File: src/rtl/if_prefetch_pkg.sv
// Shared constants and helpers for the prefetching instruction-fetch stage.
package if_prefetch_pkg;

  localparam int PC_INC     = 4;
  // Low address bits that must be clear on every fetch target.
  localparam int ALIGN_MASK = 3;

  function automatic int clog2(input int n);
    int r;
    r = 0;
    for (int i = 0; i < 32; i++) begin
      if ((1 << i) < n) r = i + 1;
    end
    return r;
  endfunction

endpackage

File: src/rtl/if_prefetch_if.sv
// Decode-side, redirect and instruction-memory signals of the fetch stage.
interface if_prefetch_if #(
  parameter int INST_SZ = 32,
  parameter int PC_SZ   = 32,
  parameter int DEPTH   = 4
);
  import if_prefetch_pkg::*;

  localparam int CNT_W = clog2(DEPTH) + 1;

  logic               i_enable;
  logic               i_pc_src_D;
  logic               i_jump_D;
  logic               i_jump_sel_D;
  logic [PC_SZ-1:0]   i_branch_addr_D;
  logic [PC_SZ-1:0]   i_jump_addr_D;
  logic [PC_SZ-1:0]   i_rs_addr_D;
  logic               i_ready_D;
  logic               o_imem_en;
  logic [PC_SZ-1:0]   o_imem_addr;
  logic [INST_SZ-1:0] i_imem_data;
  logic               o_valid_F;
  logic [INST_SZ-1:0] o_instruction_F;
  logic [PC_SZ-1:0]   o_pc;
  logic [PC_SZ-1:0]   o_npc_F;
  logic [PC_SZ-1:0]   o_branch_delay_slot_F;
  logic [CNT_W-1:0]   o_count;

  modport master (
    input  i_enable, i_pc_src_D, i_jump_D, i_jump_sel_D,
    input  i_branch_addr_D, i_jump_addr_D, i_rs_addr_D, i_ready_D, i_imem_data,
    output o_imem_en, o_imem_addr, o_valid_F, o_instruction_F,
    output o_pc, o_npc_F, o_branch_delay_slot_F, o_count
  );

  modport slave (
    output i_enable, i_pc_src_D, i_jump_D, i_jump_sel_D,
    output i_branch_addr_D, i_jump_addr_D, i_rs_addr_D, i_ready_D, i_imem_data,
    input  o_imem_en, o_imem_addr, o_valid_F, o_instruction_F,
    input  o_pc, o_npc_F, o_branch_delay_slot_F, o_count
  );

endinterface

File: src/rtl/if_prefetch_fetch_queue.sv
// Synchronous FIFO of {pc, instruction} entries with flush; head is read combinationally.
module if_prefetch_fetch_queue
  import if_prefetch_pkg::*;
#(
  parameter int W     = 64,
  parameter int DEPTH = 4
) (
  input  logic                     i_clk,
  input  logic                     i_reset,
  input  logic                     push,
  input  logic [W-1:0]             push_data,
  input  logic                     pop,
  input  logic                     flush,
  output logic [W-1:0]             head,
  output logic                     valid,
  output logic [clog2(DEPTH):0]    count
);

  localparam int PTR_W = clog2(DEPTH);
  localparam int CNT_W = PTR_W + 1;

  logic [W-1:0]     mem [DEPTH];
  logic [PTR_W-1:0] wr_ptr_reg;
  logic [PTR_W-1:0] rd_ptr_reg;
  logic [CNT_W-1:0] count_reg;
  logic             not_empty;
  logic             pop_ok;
  logic             push_ok;

  assign not_empty = (count_reg != '0);
  assign pop_ok    = pop & not_empty & ~flush;
  // A push at full is only legal when the head leaves in the same cycle.
  assign push_ok   = push & ~flush & ((count_reg != CNT_W'(DEPTH)) | pop_ok);

  always_ff @(posedge i_clk or negedge i_reset) begin
    if (!i_reset) begin
      wr_ptr_reg <= '0;
      rd_ptr_reg <= '0;
      count_reg  <= '0;
    end else if (flush) begin
      wr_ptr_reg <= '0;
      rd_ptr_reg <= '0;
      count_reg  <= '0;
    end else begin
      if (push_ok) wr_ptr_reg <= wr_ptr_reg + PTR_W'(1);
      if (pop_ok)  rd_ptr_reg <= rd_ptr_reg + PTR_W'(1);
      case ({push_ok, pop_ok})
        2'b10:   count_reg <= count_reg + CNT_W'(1);
        2'b01:   count_reg <= count_reg - CNT_W'(1);
        default: count_reg <= count_reg;
      endcase
    end
  end

  always_ff @(posedge i_clk) begin
    if (push_ok) mem[wr_ptr_reg] <= push_data;
  end

  assign head  = mem[rd_ptr_reg];
  assign valid = not_empty;
  assign count = count_reg;

endmodule

File: src/rtl/if_prefetch.sv
// Instruction-fetch stage issuing sequential fetches into a prefetch queue ahead of decode.
module if_prefetch
  import if_prefetch_pkg::*;
#(
  parameter int               INST_SZ  = 32,
  parameter int               PC_SZ    = 32,
  parameter int               DEPTH    = 4,
  parameter logic [PC_SZ-1:0] RESET_PC = '0
) (
  input  logic          i_clk,
  input  logic          i_reset,
  if_prefetch_if.master bus
);

  localparam int CNT_W   = clog2(DEPTH) + 1;
  localparam int ENTRY_W = PC_SZ + INST_SZ;

  logic               redirect;
  logic [PC_SZ-1:0]   target_raw;
  logic [PC_SZ-1:0]   target;
  logic [PC_SZ-1:0]   fetch_pc_reg;
  logic [PC_SZ-1:0]   fetch_pc_next;
  logic [PC_SZ-1:0]   issue_addr;
  logic [PC_SZ-1:0]   inflight_addr_reg;
  logic               inflight_reg;
  logic               credit_ok;
  logic               issue;
  logic               push;
  logic               pop;
  logic [ENTRY_W-1:0] head;
  logic               q_valid;
  logic [CNT_W-1:0]   count;
  logic [PC_SZ-1:0]   head_pc;
  logic [PC_SZ-1:0]   last_pc_reg;
  logic [INST_SZ-1:0] last_inst_reg;

  assign redirect = bus.i_jump_sel_D | bus.i_jump_D | bus.i_pc_src_D;

  always_comb begin
    target_raw = bus.i_branch_addr_D;
    if (bus.i_jump_sel_D)  target_raw = bus.i_rs_addr_D;
    else if (bus.i_jump_D) target_raw = bus.i_jump_addr_D;
  end

  assign target = target_raw & ~PC_SZ'(ALIGN_MASK);

  // Queued plus in-flight entries may never exceed DEPTH; a redirect frees every credit.
  assign credit_ok  = (count + CNT_W'(inflight_reg)) < CNT_W'(DEPTH);
  assign issue      = i_reset & bus.i_enable & (redirect | credit_ok);
  assign issue_addr = redirect ? target : fetch_pc_reg;

  always_comb begin
    fetch_pc_next = issue_addr;
    if (issue) fetch_pc_next = issue_addr + PC_SZ'(PC_INC);
  end

  // The response arriving in a redirect cycle belongs to the old stream and is dropped.
  assign push = inflight_reg & ~redirect;
  assign pop  = q_valid & bus.i_ready_D;

  always_ff @(posedge i_clk or negedge i_reset) begin
    if (!i_reset) begin
      fetch_pc_reg      <= RESET_PC;
      inflight_reg      <= 1'b0;
      inflight_addr_reg <= '0;
    end else begin
      fetch_pc_reg <= fetch_pc_next;
      inflight_reg <= issue;
      if (issue) inflight_addr_reg <= issue_addr;
    end
  end

  if_prefetch_fetch_queue #(
    .W     (ENTRY_W),
    .DEPTH (DEPTH)
  ) u_queue (
    .i_clk     (i_clk),
    .i_reset   (i_reset),
    .push      (push),
    .push_data ({inflight_addr_reg, bus.i_imem_data}),
    .pop       (pop),
    .flush     (redirect),
    .head      (head),
    .valid     (q_valid),
    .count     (count)
  );

  // Remember the last shown head so the outputs hold steady while the queue is empty.
  always_ff @(posedge i_clk or negedge i_reset) begin
    if (!i_reset) begin
      last_pc_reg   <= '0;
      last_inst_reg <= '0;
    end else if (q_valid) begin
      last_pc_reg   <= head[ENTRY_W-1:INST_SZ];
      last_inst_reg <= head[INST_SZ-1:0];
    end
  end

  assign head_pc                   = q_valid ? head[ENTRY_W-1:INST_SZ] : last_pc_reg;
  assign bus.o_pc                  = head_pc;
  assign bus.o_instruction_F       = q_valid ? head[INST_SZ-1:0] : last_inst_reg;
  assign bus.o_npc_F               = head_pc + PC_SZ'(PC_INC);
  assign bus.o_branch_delay_slot_F = head_pc + PC_SZ'(2 * PC_INC);
  assign bus.o_valid_F             = q_valid;
  assign bus.o_count               = count;
  assign bus.o_imem_en             = issue;
  assign bus.o_imem_addr           = issue_addr;

endmodule

File: src/flat_wrapper.sv
// flat-port wrapper written by rule: the top's interface ports become plain ports
module if_prefetch_flat import if_prefetch_pkg::*;
#(
  parameter int               INST_SZ  = 32,
  parameter int               PC_SZ    = 32,
  parameter int               DEPTH    = 4,
  parameter logic [PC_SZ-1:0] RESET_PC = '0
)
  (i_clk, i_reset, bus_i_enable, bus_i_pc_src_D, bus_i_jump_D, bus_i_jump_sel_D, bus_i_branch_addr_D, bus_i_jump_addr_D, bus_i_rs_addr_D, bus_i_ready_D, bus_i_imem_data, bus_o_imem_en, bus_o_imem_addr, bus_o_valid_F, bus_o_instruction_F, bus_o_pc, bus_o_npc_F, bus_o_branch_delay_slot_F, bus_o_count);
  if_prefetch_if #(.INST_SZ(INST_SZ), .PC_SZ(PC_SZ), .DEPTH(DEPTH)) bus_i ();
  input  logic i_clk;
  input  logic i_reset;
  input wire logic [$bits(bus_i.i_enable)-1:0] bus_i_enable;
  input wire logic [$bits(bus_i.i_pc_src_D)-1:0] bus_i_pc_src_D;
  input wire logic [$bits(bus_i.i_jump_D)-1:0] bus_i_jump_D;
  input wire logic [$bits(bus_i.i_jump_sel_D)-1:0] bus_i_jump_sel_D;
  input wire logic [$bits(bus_i.i_branch_addr_D)-1:0] bus_i_branch_addr_D;
  input wire logic [$bits(bus_i.i_jump_addr_D)-1:0] bus_i_jump_addr_D;
  input wire logic [$bits(bus_i.i_rs_addr_D)-1:0] bus_i_rs_addr_D;
  input wire logic [$bits(bus_i.i_ready_D)-1:0] bus_i_ready_D;
  input wire logic [$bits(bus_i.i_imem_data)-1:0] bus_i_imem_data;
  output wire logic [$bits(bus_i.o_imem_en)-1:0] bus_o_imem_en;
  output wire logic [$bits(bus_i.o_imem_addr)-1:0] bus_o_imem_addr;
  output wire logic [$bits(bus_i.o_valid_F)-1:0] bus_o_valid_F;
  output wire logic [$bits(bus_i.o_instruction_F)-1:0] bus_o_instruction_F;
  output wire logic [$bits(bus_i.o_pc)-1:0] bus_o_pc;
  output wire logic [$bits(bus_i.o_npc_F)-1:0] bus_o_npc_F;
  output wire logic [$bits(bus_i.o_branch_delay_slot_F)-1:0] bus_o_branch_delay_slot_F;
  output wire logic [$bits(bus_i.o_count)-1:0] bus_o_count;
  assign bus_i.i_enable = bus_i_enable;
  assign bus_i.i_pc_src_D = bus_i_pc_src_D;
  assign bus_i.i_jump_D = bus_i_jump_D;
  assign bus_i.i_jump_sel_D = bus_i_jump_sel_D;
  assign bus_i.i_branch_addr_D = bus_i_branch_addr_D;
  assign bus_i.i_jump_addr_D = bus_i_jump_addr_D;
  assign bus_i.i_rs_addr_D = bus_i_rs_addr_D;
  assign bus_i.i_ready_D = bus_i_ready_D;
  assign bus_i.i_imem_data = bus_i_imem_data;
  assign bus_o_imem_en = bus_i.o_imem_en;
  assign bus_o_imem_addr = bus_i.o_imem_addr;
  assign bus_o_valid_F = bus_i.o_valid_F;
  assign bus_o_instruction_F = bus_i.o_instruction_F;
  assign bus_o_pc = bus_i.o_pc;
  assign bus_o_npc_F = bus_i.o_npc_F;
  assign bus_o_branch_delay_slot_F = bus_i.o_branch_delay_slot_F;
  assign bus_o_count = bus_i.o_count;
  if_prefetch #(.INST_SZ(INST_SZ), .PC_SZ(PC_SZ), .DEPTH(DEPTH), .RESET_PC(RESET_PC)) u_core (.i_clk(i_clk), .i_reset(i_reset), .bus(bus_i));
endmodule
File: config.mk
export PLATFORM = sky130hd
export DESIGN_NAME = if_prefetch_flat
export DESIGN_NICKNAME = d
export VERILOG_FILES = /design/src/rtl/if_prefetch_pkg.sv /design/src/rtl/if_prefetch_if.sv /design/src/rtl/if_prefetch_fetch_queue.sv /design/src/rtl/if_prefetch.sv /design/src/flat_wrapper.sv
export SDC_FILE = /design/constraint.sdc
export NUM_CORES = 1
export LEC_CHECK = 0
export BUFFER_PORTS_ARGS = -buffer_cell sky130_fd_sc_hd__buf_2
export CORE_UTILIZATION = 55
export CTS_BUF_LIST = sky130_fd_sc_hd__clkbuf_8
export DETAILED_ROUTE_END_ITERATION = 10
export GPL_TIMING_DRIVEN = 0
export PLACE_DENSITY = 0.78
export SLEW_MARGIN = 20
export SYNTH_ARGS = -nofsm -noshare
export SYNTH_HDL_FRONTEND = slang
export SYNTH_SLANG_ARGS = --single-unit
File: constraint.sdc
create_clock -name i_clk -period 5.8 [get_ports i_clk]
set_input_delay 0.58 -clock i_clk [delete_from_list [all_inputs] [get_ports i_clk]]
set_output_delay 0.58 -clock i_clk [all_outputs]
set_load 0.02 [all_outputs]
# == After elaboration in Yosys (flattened, before gate mapping) ==
# Memory sizes are Yosys's and may differ from the RTL's.
# Index checks and enable logic that the tools add are counted.
# op_classes
order_cmp,1
eq_ne,3
bitwise_logic,13
n_reduce_logical,4
n_addsub,8
muxes,14
# ops
op,count
32-bit 2-to-1 mux,10
33-bit case mux with 2 select lines,1
32-bit by 1-bit adder with 32-bit output (second input constant),2
32-bit by 3-bit adder with 32-bit output (second input constant),2
33-bit by 1-bit adder with 33-bit output,1
33-bit by 1-bit adder with 33-bit output (second input constant),1
33-bit by 3-bit less-than comparator with 1-bit output (second input constant),1
33-bit 2-to-1 mux,1
33-bit by 3-bit != test with 1-bit output (second input constant),1
33-bit nonzero test,1
33-bit by 1-bit subtractor with 33-bit output (second input constant),1
32-bit by 4-bit adder with 32-bit output (second input constant),1
1-bit AND,8
1-bit bitwise OR,4
2-bit nonzero test,2
3-bit nonzero test,1
2-bit by 1-bit == test with 1-bit output (second input constant),1
2-bit == test (second input constant),1
1-bit 2-to-1 mux,2
1-bit NOT,1
# totals
ramBits,256
out_inout_bits,195
wordCells,52
memories,1
in_bits,135
ff_bits,226
# memory_table
name,depth,word_bits,read_ports,rd_clocked_by_memory_dff,wr,line,rtl
u_core.u_queue.mem,4,64,1,0,1,if_prefetch_fetch_queue.sv:22,logic [W-1:0] mem [DEPTH];

# == Logic depth before layout (Yosys ltp) ==
# Gate-level depths: netlist of run 1.
# logic_depth
word_depth,9
depth_mapped,20
mapped_depth_nobuf,18

# == Modules after synthesis ==
# A second synthesis of run 1 with hierarchy kept.
# hier_totals
cells_unflattened,1602
hier_area_um2,20930.1
# by_module_without_submodules
mod,seq_area_each_um2,n_inst,cells_per_inst,area_per_inst_um2
if_prefetch_fetch_queue,8613.3,1,793,12799.8
if_prefetch,3228.1,1,809,8130.3

# == Worst setup path after synthesis of run 1 ==
# OpenSTA, ideal clock, no wires.
# synth_path
path_type,input to register
start,input port bus_i_jump_D
end,register u_core.u_queue.count_reg[31] (netlist: u_core.u_queue.count[31])
required_time_ps,5684
path_stages,16
path_buffers,2
setup_time_ps,116
path_slack_ps,680
arrival_time_ps,5005
cell_sequence,or3_1 clkbuf_1 clkbuf_1 or3_1 inv_1 ha_1 a21oi_1 o2111ai_1 a41oi_1 nor4_1 o311ai_1 a21oi_1 a221oi_1 o21ai_0 a2111o_1 o311ai_0
# synth_via
elab_chain_len,9
elab_cells_between_ends,13
cone_classes,eq/ne (2); mux (2); bitwise (8); reduce/logical (1)
# synth_rtl
item,line,rtl
"start, declared",flat_wrapper.sv:15,input wire logic [$bits(bus_i.i_jump_D)-1:0] bus_i_jump_D;
1-bit bitwise OR * (2 in series),if_prefetch.sv:37,assign redirect = bus.i_jump_sel_D | bus.i_jump_D | bus.i_pc_src_D;
1-bit NOT,"if_prefetch_fetch_queue.sv:31, if_prefetch_fetch_queue.sv:33, if_prefetch.sv:58",
1-bit AND (on tied branches),"if_prefetch.sv:58, if_prefetch_fetch_queue.sv:31",
1-bit AND or 1-bit bitwise OR (tied branches),if_prefetch_fetch_queue.sv:33,assign push_ok = push & ~flush & ((count_reg != CNT_W'(DEPTH)) | pop_ok);
1-bit AND,if_prefetch_fetch_queue.sv:33,
2-bit by 1-bit == test with 1-bit output or 2-bit == test (tied branches),if_prefetch_fetch_queue.sv:47,"case ({push_ok, pop_ok})"
33-bit case mux with 2 select lines,if_prefetch_fetch_queue.sv:47,
33-bit 2-to-1 mux,if_prefetch_fetch_queue.sv:40,end else if (flush) begin
"end signal, assigned",if_prefetch_fetch_queue.sv:48,2'b10: count_reg <= count_reg + CNT_W'(1);
"end signal, assigned",if_prefetch_fetch_queue.sv:49,2'b01: count_reg <= count_reg - CNT_W'(1);
"end signal, assigned",if_prefetch_fetch_queue.sv:50,default: count_reg <= count_reg;
"end, declared",if_prefetch_fetch_queue.sv:25,logic [CNT_W-1:0] count_reg;
# Mark *: on every way between the ends. The rest lies on a longest branch, timed or not.
# A chain may end at the register's enable or synchronous reset.

# == Final worst setup path of run 1 ==
# layout_path
start,register u_core.u_queue.count_reg[12] (netlist: u_core.u_queue.count[12])
end,output port bus_o_npc_F[27]
# layout_via
elab_chain_len,3
# layout_rtl
item,line,rtl
33-bit nonzero test,if_prefetch_fetch_queue.sv:30,assign not_empty = (count_reg != '0);
32-bit 2-to-1 mux,if_prefetch.sv:99,assign head_pc = q_valid ? head[ENTRY_W-1:INST_SZ] : last_pc_reg;
32-bit by 3-bit adder with 32-bit output,if_prefetch.sv:102,assign bus.o_npc_F = head_pc + PC_SZ'(PC_INC);
"end, declared",flat_wrapper.sv:27,output wire logic [$bits(bus_i.o_npc_F)-1:0] bus_o_npc_F;
# No other way between the ends.

==> metrics.cfg, run 1 <==
[job]
cap_violations=0

[sta]
finalCriticalPeriod_ns=5.414
rsz0062_at_grt=false
final_hold_viol_count=0
min_period_over_period=0.9335
fmax_mhz=184.7
setup_viol=0
setup_ws_ns=0.3856
slew_headroom=0.3293
finClkSkew_ns=0.04278
worst_pin_slew_ns=0.9955
slew_violations=0

[min_path]
hold_path_class=in -> reg
worstHoldStart=bus_i_imem_data[1]
min_path_cells=1

[clock_network]
cts.sinks=422
cts_root_buf=clkbuf_8
cts_tree=yes
cts_max_level=3
cts_buffers=71
clock_path_buffers=3
clock_latency_ns=0.64
clk_pin_slew_ns=0.06

[detailed_routing]
wire_per_inst_um=20.49
wirelength_mm=51.03
drt-pass1-iter-count=11
drt.antenna.violating_nets=0
drcViolationCount=102
dr.first_iter.drc_count=901
vias_per_cell=5.642
vias=14050

[setup_path]
startpoint_type=flop
path_class=reg -> out
reg2reg_depth=18
startpoint=u_core.u_queue.count[12]$_DFFE_PN0P_
rr_startpoint=u_core.u_queue.count[12]$_DFFE_PN0P_
critPathMaxFanout=10
crit_arrival_ns=4.83
crit_path_end_kind=primary output
required_ns=5.22
r2r_slack_ns=0.52

[synthesis]
synth.avg_cell_area_um2=12.80
syn_nets=1736
synthFlopType=edfxtp_1
seq_area_frac_synth=0.5922
synth.top_cells.by_area=edfxtp_1 38%, dfrtp_1 21%, mux4_2 7.2%
synth_cell_type_count=82
syn-cell-area_mm2=0.01999
synth_top_cell_area_share=0.3845
ys_top_cells_by_count=274 x nand2_1, 256 x edfxtp_1, 166 x dfrtp_1
yosysTopAreaCell=edfxtp_1
async_reset_ff_frac=0.3934
synth_most_common_cell=nand2_1
ys_warn_count=0
synthCells=1562
synth_seq_cells=422
synth_edf_count=256

[cells_and_area]
drive_above_1_share=0.3107
fin_util=0.6683
num-fill-cells=2612
largest_reg_flops=256
instances_no_fill=2490
syn2layout_area_growth_pct=19.17
nets=2144

[global_routing]
met3_usage=0.06128
grt_pass1_vias=14000
grt.overflow.total=0
grt_usage=0.2805
use_met2=0.4569
grt-busiest-layer=met2
antenna_found_initial=4
grt_pass1_wl_mm=77.50
grt_max_degree=92
met1_usage=0.3643

[pwr]
power.density_mw_per_mm2=356.6
ir_drop_mv=0.2776
power.total_mw=8.497
p_leak_nw=10.04

[place]
dp_hpwl_mm=36.15
dpl.cell_count=2351
pre_cts_ws_ns=-0.8533
place.port_buffers=323
routabilityCongestion=0.9028

[floorplan]
die-area_mm2=0.03712
core_mm2=0.03566
rows=69
initial_utilization=0.5608
die_y_um=192.7
io_pins=330
die_w_um=192.7

[run_status]
status=finished, violations left
violations=design-rule violations

[logic make-up after synthesis]
family,after synthesis,synth area share
simple gates,526,0.1261
mux,163,0.1258
fa+ha+maj,39,0.02478
xor+xnor,111,0.04862
buf+inv,109,0.02453
flops,422,0.5922
compound gates,192,0.05795
[layout by cell type (no fill, tap or decap), drive strengths merged, types with 5 or more instances in the layout]
cell type / count
o22ai: 6
inv: 62
clkinv: 25
nand4: 17
or3: 18
nor3b: 7
buf: 370
ha: 38
xnor2: 72
a21o: 13
dfrtp: 166
nor2: 70
nand2b: 10
a21oi: 61
and4: 5
mux2i: 45
nand2: 276
and3: 14
edfxtp: 256
a211oi: 8
clkbuf: 111
o211ai: 7
mux4: 64
o21ai: 66
nor4: 7
nand3: 53
xor2: 39
and2: 16
mux2: 54
nor3: 20
[cell type report]
class,count,area [µm²],share of cell area
timing repair inverter,1,7.507,0.0003151
buffer,70,342.8,0.01439
inverter,39,155.1,0.006511
antenna,1,2.502,0.0001050
multi-input combinational,1031,7730,0.3244
sequential,422,11840,0.4970
clock buffer,78,1074,0.04505
clock inverter,53,305.3,0.01281
tap,461,576.8,0.02421
timing repair buffer,334,1793,0.07525
[path summary, 6_finish.rpt]
path / end
max: bus_o_npc_F[27]
min: u_core.u_queue.mem[0][1]$_DFFE_PP_
max reg2reg: u_core.u_queue.count[31]$_DFFE_PN0P_
min reg2reg: u_core.last_inst_reg[10]$_DFF_PN0_
max in group asynchronous: u_core.u_queue.count[4]$_DFFE_PN0P_
min in group asynchronous: u_core.last_pc_reg[28]$_DFF_PN0_
[where the power goes]
part / internal (mW) / switching, mW / leakage, nW
sequential: 3.52 / 0.143 / 4.39
clock: 1.34 / 1.21 / 0.793
combinational: 0.761 / 1.52 / 4.85
[metal layers]
metal	vias to the layer above	wire length, µm
met4	6	1806
met5	-	41
met1	6926	20920
li1	6535	-
met3	112	3198
met2	469	25060
[critical path, stage by stage (launching register included)]
cell	delay, ns
dfrtp_1	0.46
nor4_4	0.34
nand4_1	0.21
nor4_4	0.35
buf_6	0.21
buf_6	0.17
buf_4	0.20
buf_4	0.23
mux2_2	0.24
ha_2	0.25
nand2_1	0.16
nor4b_4	0.45
and2_4	0.27
and3_4	0.24
nand4_2	0.11
xnor2_1	0.16
buf_2	0.18
[timing repair]
action	4_1_cts	5_1_grt
endpoints found under the hold margin	76	0
hold buffers	1	0
pin swaps	1	3
setup buffers	3	2
endpoints found under the setup margin	18	22
gates cloned	1	0
gates resized for setup	1	12
[stage by stage]
stage / setup TNS (ns) / hold slack [ns] / instance area, µm²
after floorplan: 0 / 0.2844 / 19990
after global placement: -10.85 / 0.4422 / 22190
after detailed placement: -3.147 / 0.4483 / 22320
after CTS: 0 / 0.1101 / 23740
after global routing: 0 / 0.1259 / 23830
final: 0 / 0.1615 / 23830
(Power assumes the default switching activity.)
==> inputs of run 2 (changes only) <==
--- a/config.mk
+++ b/config.mk
@@ -6,11 +6,10 @@
 export NUM_CORES = 1
 export LEC_CHECK = 0
 export BUFFER_PORTS_ARGS = -buffer_cell sky130_fd_sc_hd__buf_2
-export CORE_UTILIZATION = 55
+export CORE_UTILIZATION = 40
 export CTS_BUF_LIST = sky130_fd_sc_hd__clkbuf_8
 export DETAILED_ROUTE_END_ITERATION = 10
 export GPL_TIMING_DRIVEN = 0
-export PLACE_DENSITY = 0.78
 export SLEW_MARGIN = 20
 export SYNTH_ARGS = -nofsm -noshare
 export SYNTH_HDL_FRONTEND = slang
==> constraint.sdc (replaced) <==
create_clock -name i_clk -period 5.8 [get_ports i_clk]
set_input_delay 0.87 -clock i_clk [delete_from_list [all_inputs] [get_ports i_clk]]
set_output_delay 0.87 -clock i_clk [all_outputs]
set_load 0.02 [all_outputs]
==> run 2 against run 1 <==
Against the previous run: the run now ends clean; combinational power barely moved; critical path depth did not move; sequential cell count did not move; via count fell by 1.6%; worst hold slack improved by 0.057 ns; fmax fell by 0.98%; non-clock buffer count fell by 2; setup slack got worse by 0.054 ns; clock skew fell by 0.0070 ns; clock-buffer cell count rose by 2; sequential share of layout area fell by 0.67 points; critical path type unchanged.
==> metrics.cfg, run 2 (same netlist as run 1, synthesis figures left out) <==
[run_status]
status=completed

[sta]
setup_ws_ns=0.3319
slew_headroom=0.2836
finClkSkew_ns=0.03577
worst_pin_slew_ns=1.063
fin_setup_tns_ns=0
fmax_mhz=182.9
final_hold_viol_count=0
finalCriticalPeriod_ns=5.468
setup_viol=0
slew_violations=0
min_period_over_period=0.9428
rsz0062_at_grt=false

[place]
dp_hpwl_mm=37.28
pre_cts_ws_ns=-0.7517
routabilityCongestion=0.8293
place.port_buffers=323

[setup_path]
critPathMaxFanout=19
required_ns=4.93
crit_arrival_ns=4.60
crit_path_end_kind=primary output
r2r_slack_ns=0.49
path_class=reg -> out
startpoint_type=flop

[detailed_routing]
dr.first_iter.drc_count=852
wire_per_inst_um=19.81
vias_per_cell=5.137
drt.antenna.violating_nets=0
wirelength_mm=53.34
wl_met2_mm=25.23
wl_met3_mm=2.675
highest_layer=met4
drcViolationCount=0
met1_length_mm=24.31
vias=13830
drt-pass1-iter-count=7

[pwr]
pwr-share-seq=0.427
ir_drop_mv=0.1344
p_leak_nw=10.09
power.internal_mw=5.708
power.density_mw_per_mm2=356.8
p_switching_mw=2.910
pwr-share-comb=0.265
power_frac_clock=0.308
swShare=0.3376

[clock_network]
cts_root_buf=clkbuf_8
cts_max_level=3
cts_buffers=74
clk_pin_slew_ns=0.06
clock_path_buffers=3
cts.sinks=422
clock_latency_ns=0.64
ctsHoldBuffers=0
cts_tree=yes

[job]
cap_violations=0

[cells_and_area]
nets=2144
syn2layout_area_growth_pct=20.81
mostFrequentLayoutCells=338 x buf_2, 274 x nand2_1, 256 x edfxtp_1, 165 x dfrtp_1, 80 x clkbuf_8
largest_reg_flops=256
num-fill-cells=4487
layout.cells.most_common=buf_2
drive_above_1_share=0.3108
seq_area_mm2=0.01184
multiInputGateArea_mm2=0.007730

[floorplan]
die-area_mm2=0.05088
die_y_um=225.6
rows=81
initial_utilization=0.4068
core_mm2=0.04915
die_w_um=225.6
io_pins=330

[global_routing]
grt_pass1_wl_mm=81.23
grt_pass1_vias=14080
grt_usage=0.2120
antenna_found_initial=1
grt.overflow.total=0
grt_max_degree=92

[min_path]
hold_path_class=in -> async

run 2: cell count changes in the layout (fill, tap and decap cells not counted), moves of 2 or more:
cell and change:
inv_1 +6, buf_4 -2, clkbuf_8 +2, clkinvlp_4 -3
buf_16 +3, clkinv_2 -2, buf_12 -2, clkinv_1 -4
run 2: repair_timing:
item / 4_1_cts / 5_1_grt
resized for setup: 6 / 11
pin swaps: 3 / 3
buffers inserted: 5 / 0
hold endpoints to repair: 0 / 0
endpoints found under the setup margin: 49 / 20
run 2: final cells by class:
class                   instances  area share
clock inverters                53     0.01383
diodes                          1   0.0001036
well taps                     664     0.03439
inverters                      39    0.006526
flip-flops and latches        422      0.4903
multi-input cells            1031      0.3200
clock buffers                  80     0.04558
repair buffers                333     0.07511
plain buffers                  69     0.01419
run 2: critical path, cell delays in order, from the launching register on:
cell and delay, ns:
dfrtp_1 0.47, nor4_4 0.33, nand4_1 0.21, nor4_4 0.29, buf_4 0.21, buf_12 0.12
buf_8 0.18, buf_6 0.19, mux2_2 0.24, ha_2 0.25, nand2_1 0.16, nor4b_4 0.38
and2_4 0.26, and3_4 0.23, nand4_2 0.12, xnor2_1 0.14, buf_2 0.18
run 2: power by group through the flow:
stage	clock network, mW	logic, mW	registers [mW]
final	2.66	2.28	3.68
after global routing	2.87	2.48	3.72
after CTS	2.74	2.31	3.68
after detailed placement	0	2.29	3.73
after global placement	0	2.27	3.72
after floorplan	0	1.50	3.67
run 2: path summary, 6_finish.rpt:
check	to	depth (start not counted)	startpoint
min	u_core.last_pc_reg[27]$_DFF_PN0_	1	i_reset
max reg2reg	u_core.u_queue.count[31]$_DFFE_PN0P_	19	u_core.u_queue.count[12]$_DFFE_PN0P_
max in group asynchronous	u_core.u_queue.count[1]$_DFFE_PN0P_	2	i_reset
max	bus_o_npc_F[27]	16	u_core.u_queue.count[12]$_DFFE_PN0P_
min reg2reg	u_core.last_inst_reg[21]$_DFF_PN0_	2	u_core.last_inst_reg[21]$_DFF_PN0_
min in group i_clk	u_core.u_queue.mem[0][14]$_DFFE_PP_	1	bus_i_imem_data[14]
run 2: per-layer routing:
| layer | global-route usage | vias up |
|---|---|---|
| li1 | - | 6536 |
| met1 | 0.2895 | 6826 |
| met2 | 0.3436 | 391 |
| met3 | 0.03851 | 77 |
| met4 | 0.06539 | 0 |
| met5 | 0 | - |
run 2: metrics by stage:
step	hold WS, ns	power, mW	util	cells	instance area, µm²
floorplan	0.4681	5.168	-	1562	19990
global placement	0.4411	5.991	0.4566	2549	22440
detailed placement	0.4500	6.024	0.4598	2554	22600
CTS	0.2312	8.726	0.4905	2692	24110
global route	0.2348	9.056	0.4914	2692	24160
finish	0.2187	8.618	0.4914	2692	24160
==> inputs of run 3 (changes only) <==
--- a/config.mk
+++ b/config.mk
@@ -6,10 +6,14 @@
 export NUM_CORES = 1
 export LEC_CHECK = 0
 export BUFFER_PORTS_ARGS = -buffer_cell sky130_fd_sc_hd__buf_2
+export CELL_PAD_IN_SITES_DETAIL_PLACEMENT = 0
+export CELL_PAD_IN_SITES_GLOBAL_PLACEMENT = 2
 export CORE_UTILIZATION = 40
 export CTS_BUF_LIST = sky130_fd_sc_hd__clkbuf_8
 export DETAILED_ROUTE_END_ITERATION = 10
 export GPL_TIMING_DRIVEN = 0
+export PLACE_DENSITY_LB_ADDON = 0.1
+export SETUP_SLACK_MARGIN = 0.02
 export SLEW_MARGIN = 20
 export SYNTH_ARGS = -nofsm -noshare
 export SYNTH_HDL_FRONTEND = slang
==> run 3 against run 2 <==
Against the previous run: cell count is 0.30% higher; clock power fell by 3%; clock skew barely moved; die area is the same; final area fell by 0.16%; utilization fell by 0.076 points; fmax down 0.40%.
==> metrics.cfg, run 3 (same netlist as run 1, synthesis figures left out) <==
[place]
routabilityCongestion=0.8147
dp_hpwl_mm=38.46
pre_cts_ws_ns=-0.8630
dpl.cell_count=2555
place.port_buffers=323

[detailed_routing]
drt.antenna.violating_nets=0
vias=13710
vias_per_cell=5.079
drt-pass1-iter-count=4
wire_per_inst_um=19.99
wirelength_mm=53.96
drcViolationCount=0
dr.first_iter.drc_count=611

[cells_and_area]
multiInputGateArea_mm2=0.007726
layout.cells.most_common=buf_2
mostFrequentLayoutCells=338 x buf_2, 274 x nand2_1, 256 x edfxtp_1, 165 x dfrtp_1, 78 x clkbuf_8
largest_reg_flops=256
instances_no_fill=2700
nets=2147
num-fill-cells=4535
seq_area_mm2=0.01184
drive_above_1_share=0.3088
syn2layout_area_growth_pct=20.63

[run_status]
status=completed

[clock_network]
clock_latency_ns=0.64
cts.sinks=422
cts_root_buf=clkbuf_8
cts_buffers=74
cts_tree=yes
cts_max_level=3
clk_pin_slew_ns=0.05
ctsHoldBuffers=0
clock_path_buffers=3

[sta]
fin_setup_tns_ns=0
finClkSkew_ns=0.03567
rsz0062_at_grt=false
whs_ns=0.1184
slew_violations=0
setup_ws_ns=0.3097
min_period_over_period=0.9466
finalCriticalPeriod_ns=5.490
final_hold_viol_count=0
slew_headroom=0.4405
setup_viol=0
fmax_mhz=182.1
worst_pin_slew_ns=0.8393

[floorplan]
core_mm2=0.04915
die_w_um=225.6
io_pins=330
die_y_um=225.6
initial_utilization=0.4068
rows=81
die-area_mm2=0.05088

[setup_path]
reg2reg_depth=20
crit_arrival_ns=6.04
crit_path_end_kind=flop
startpoint_type=flop
path_class=reg -> reg
startpoint=u_core.u_queue.count[22]$_DFFE_PN0P_
critPathMaxFanout=31
r2r_slack_ns=0.31
r2r_end=u_core.u_queue.count[32]$_DFFE_PN0P_
required_ns=6.35
rr_startpoint=u_core.u_queue.count[22]$_DFFE_PN0P_

[job]
cap_violations=0

[global_routing]
grt_usage=0.2137
grt_pass1_vias=13900
antenna_found_initial=1
grt_max_degree=76
grt.overflow.total=0
grt_pass1_wl_mm=81.93

[min_path]
hold_path_class=in -> async

[pwr]
power.density_mw_per_mm2=355.5
power.total_mw=8.573
ir_drop_mv=0.1342
p_leak_nw=10.10

run 3: what timing repair did:
item / 4_1_cts / 5_1_grt
pin swaps: 2 / 3
buffers inserted: 4 / 3
resized for setup: 6 / 8
endpoints found under the setup margin: 87 / 23
endpoints found under the hold margin: 0 / 0
run 3: worst max-delay path: stages, from the launching register on:
cell and delay, ns:
dfrtp_1 0.38, buf_2 0.22, nor4_1 0.07, nand3_1 0.24, nor4_4 0.07, buf_4 0.17, inv_1 0.24, nand2_1 0.23
or3_1 0.45, inv_6 0.27, ha_1 0.36, a21oi_1 0.16, nor2_1 0.07, a2111oi_0 0.56, o211ai_1 0.31, nand2_1 0.17
o21ai_0 0.19, o41ai_1 0.72, o21ai_0 0.26, a21o_1 0.20, nand2_1 0.05
run 3: routing by layer:
metal	global-route usage	share of wire	vias up
li1	-	-	6547
met1	0.3017	0.47	6781
met2	0.3338	0.46	320
met3	0.04085	0.049	66
met4	0.06539	0.016	0
met5	0	0	-
run 3: final cells by class:
type | count | area share
sequential | 422 | 0.4910
multi-input combinational | 1031 | 0.3203
timing repair buffer | 336 | 0.07616
clock buffer | 78 | 0.04451
tap | 664 | 0.03445
buffer | 69 | 0.01406
clock inverter | 59 | 0.01287
inverter | 39 | 0.006381
antenna | 2 | 0.0002075
run 3: report_power, final:
part | total [mW] | switching, mW | internal, mW
Sequential | 3.68 | 0.157 | 3.52
Combinational | 2.31 | 1.54 | 0.769
Clock | 2.58 | 1.24 | 1.34
run 3: worst max-delay path by stage:
stage	endpoint	cells after the start
finish	u_core.u_queue.count[32]$_DFFE_PN0P_	20
global route	u_core.u_queue.count[32]$_DFFE_PN0P_	19
CTS	bus_o_npc_F[24]	16
detailed placement	u_core.u_queue.count[31]$_DFFE_PN0P_	18
global placement	bus_o_imem_en	9
floorplan	u_core.u_queue.count[31]$_DFFE_PN0P_	16
run 3: per-stage QoR:
step | instance area [µm²] | utilization
6_report | 24120 | 0.4907
5_1_grt | 24120 | 0.4906
4_1_cts | 24060 | 0.4894
3_5_place_dp | 22620 | 0.4602
3_3_place_gp | 22440 | 0.4566
2_1_floorplan | 19990 | -
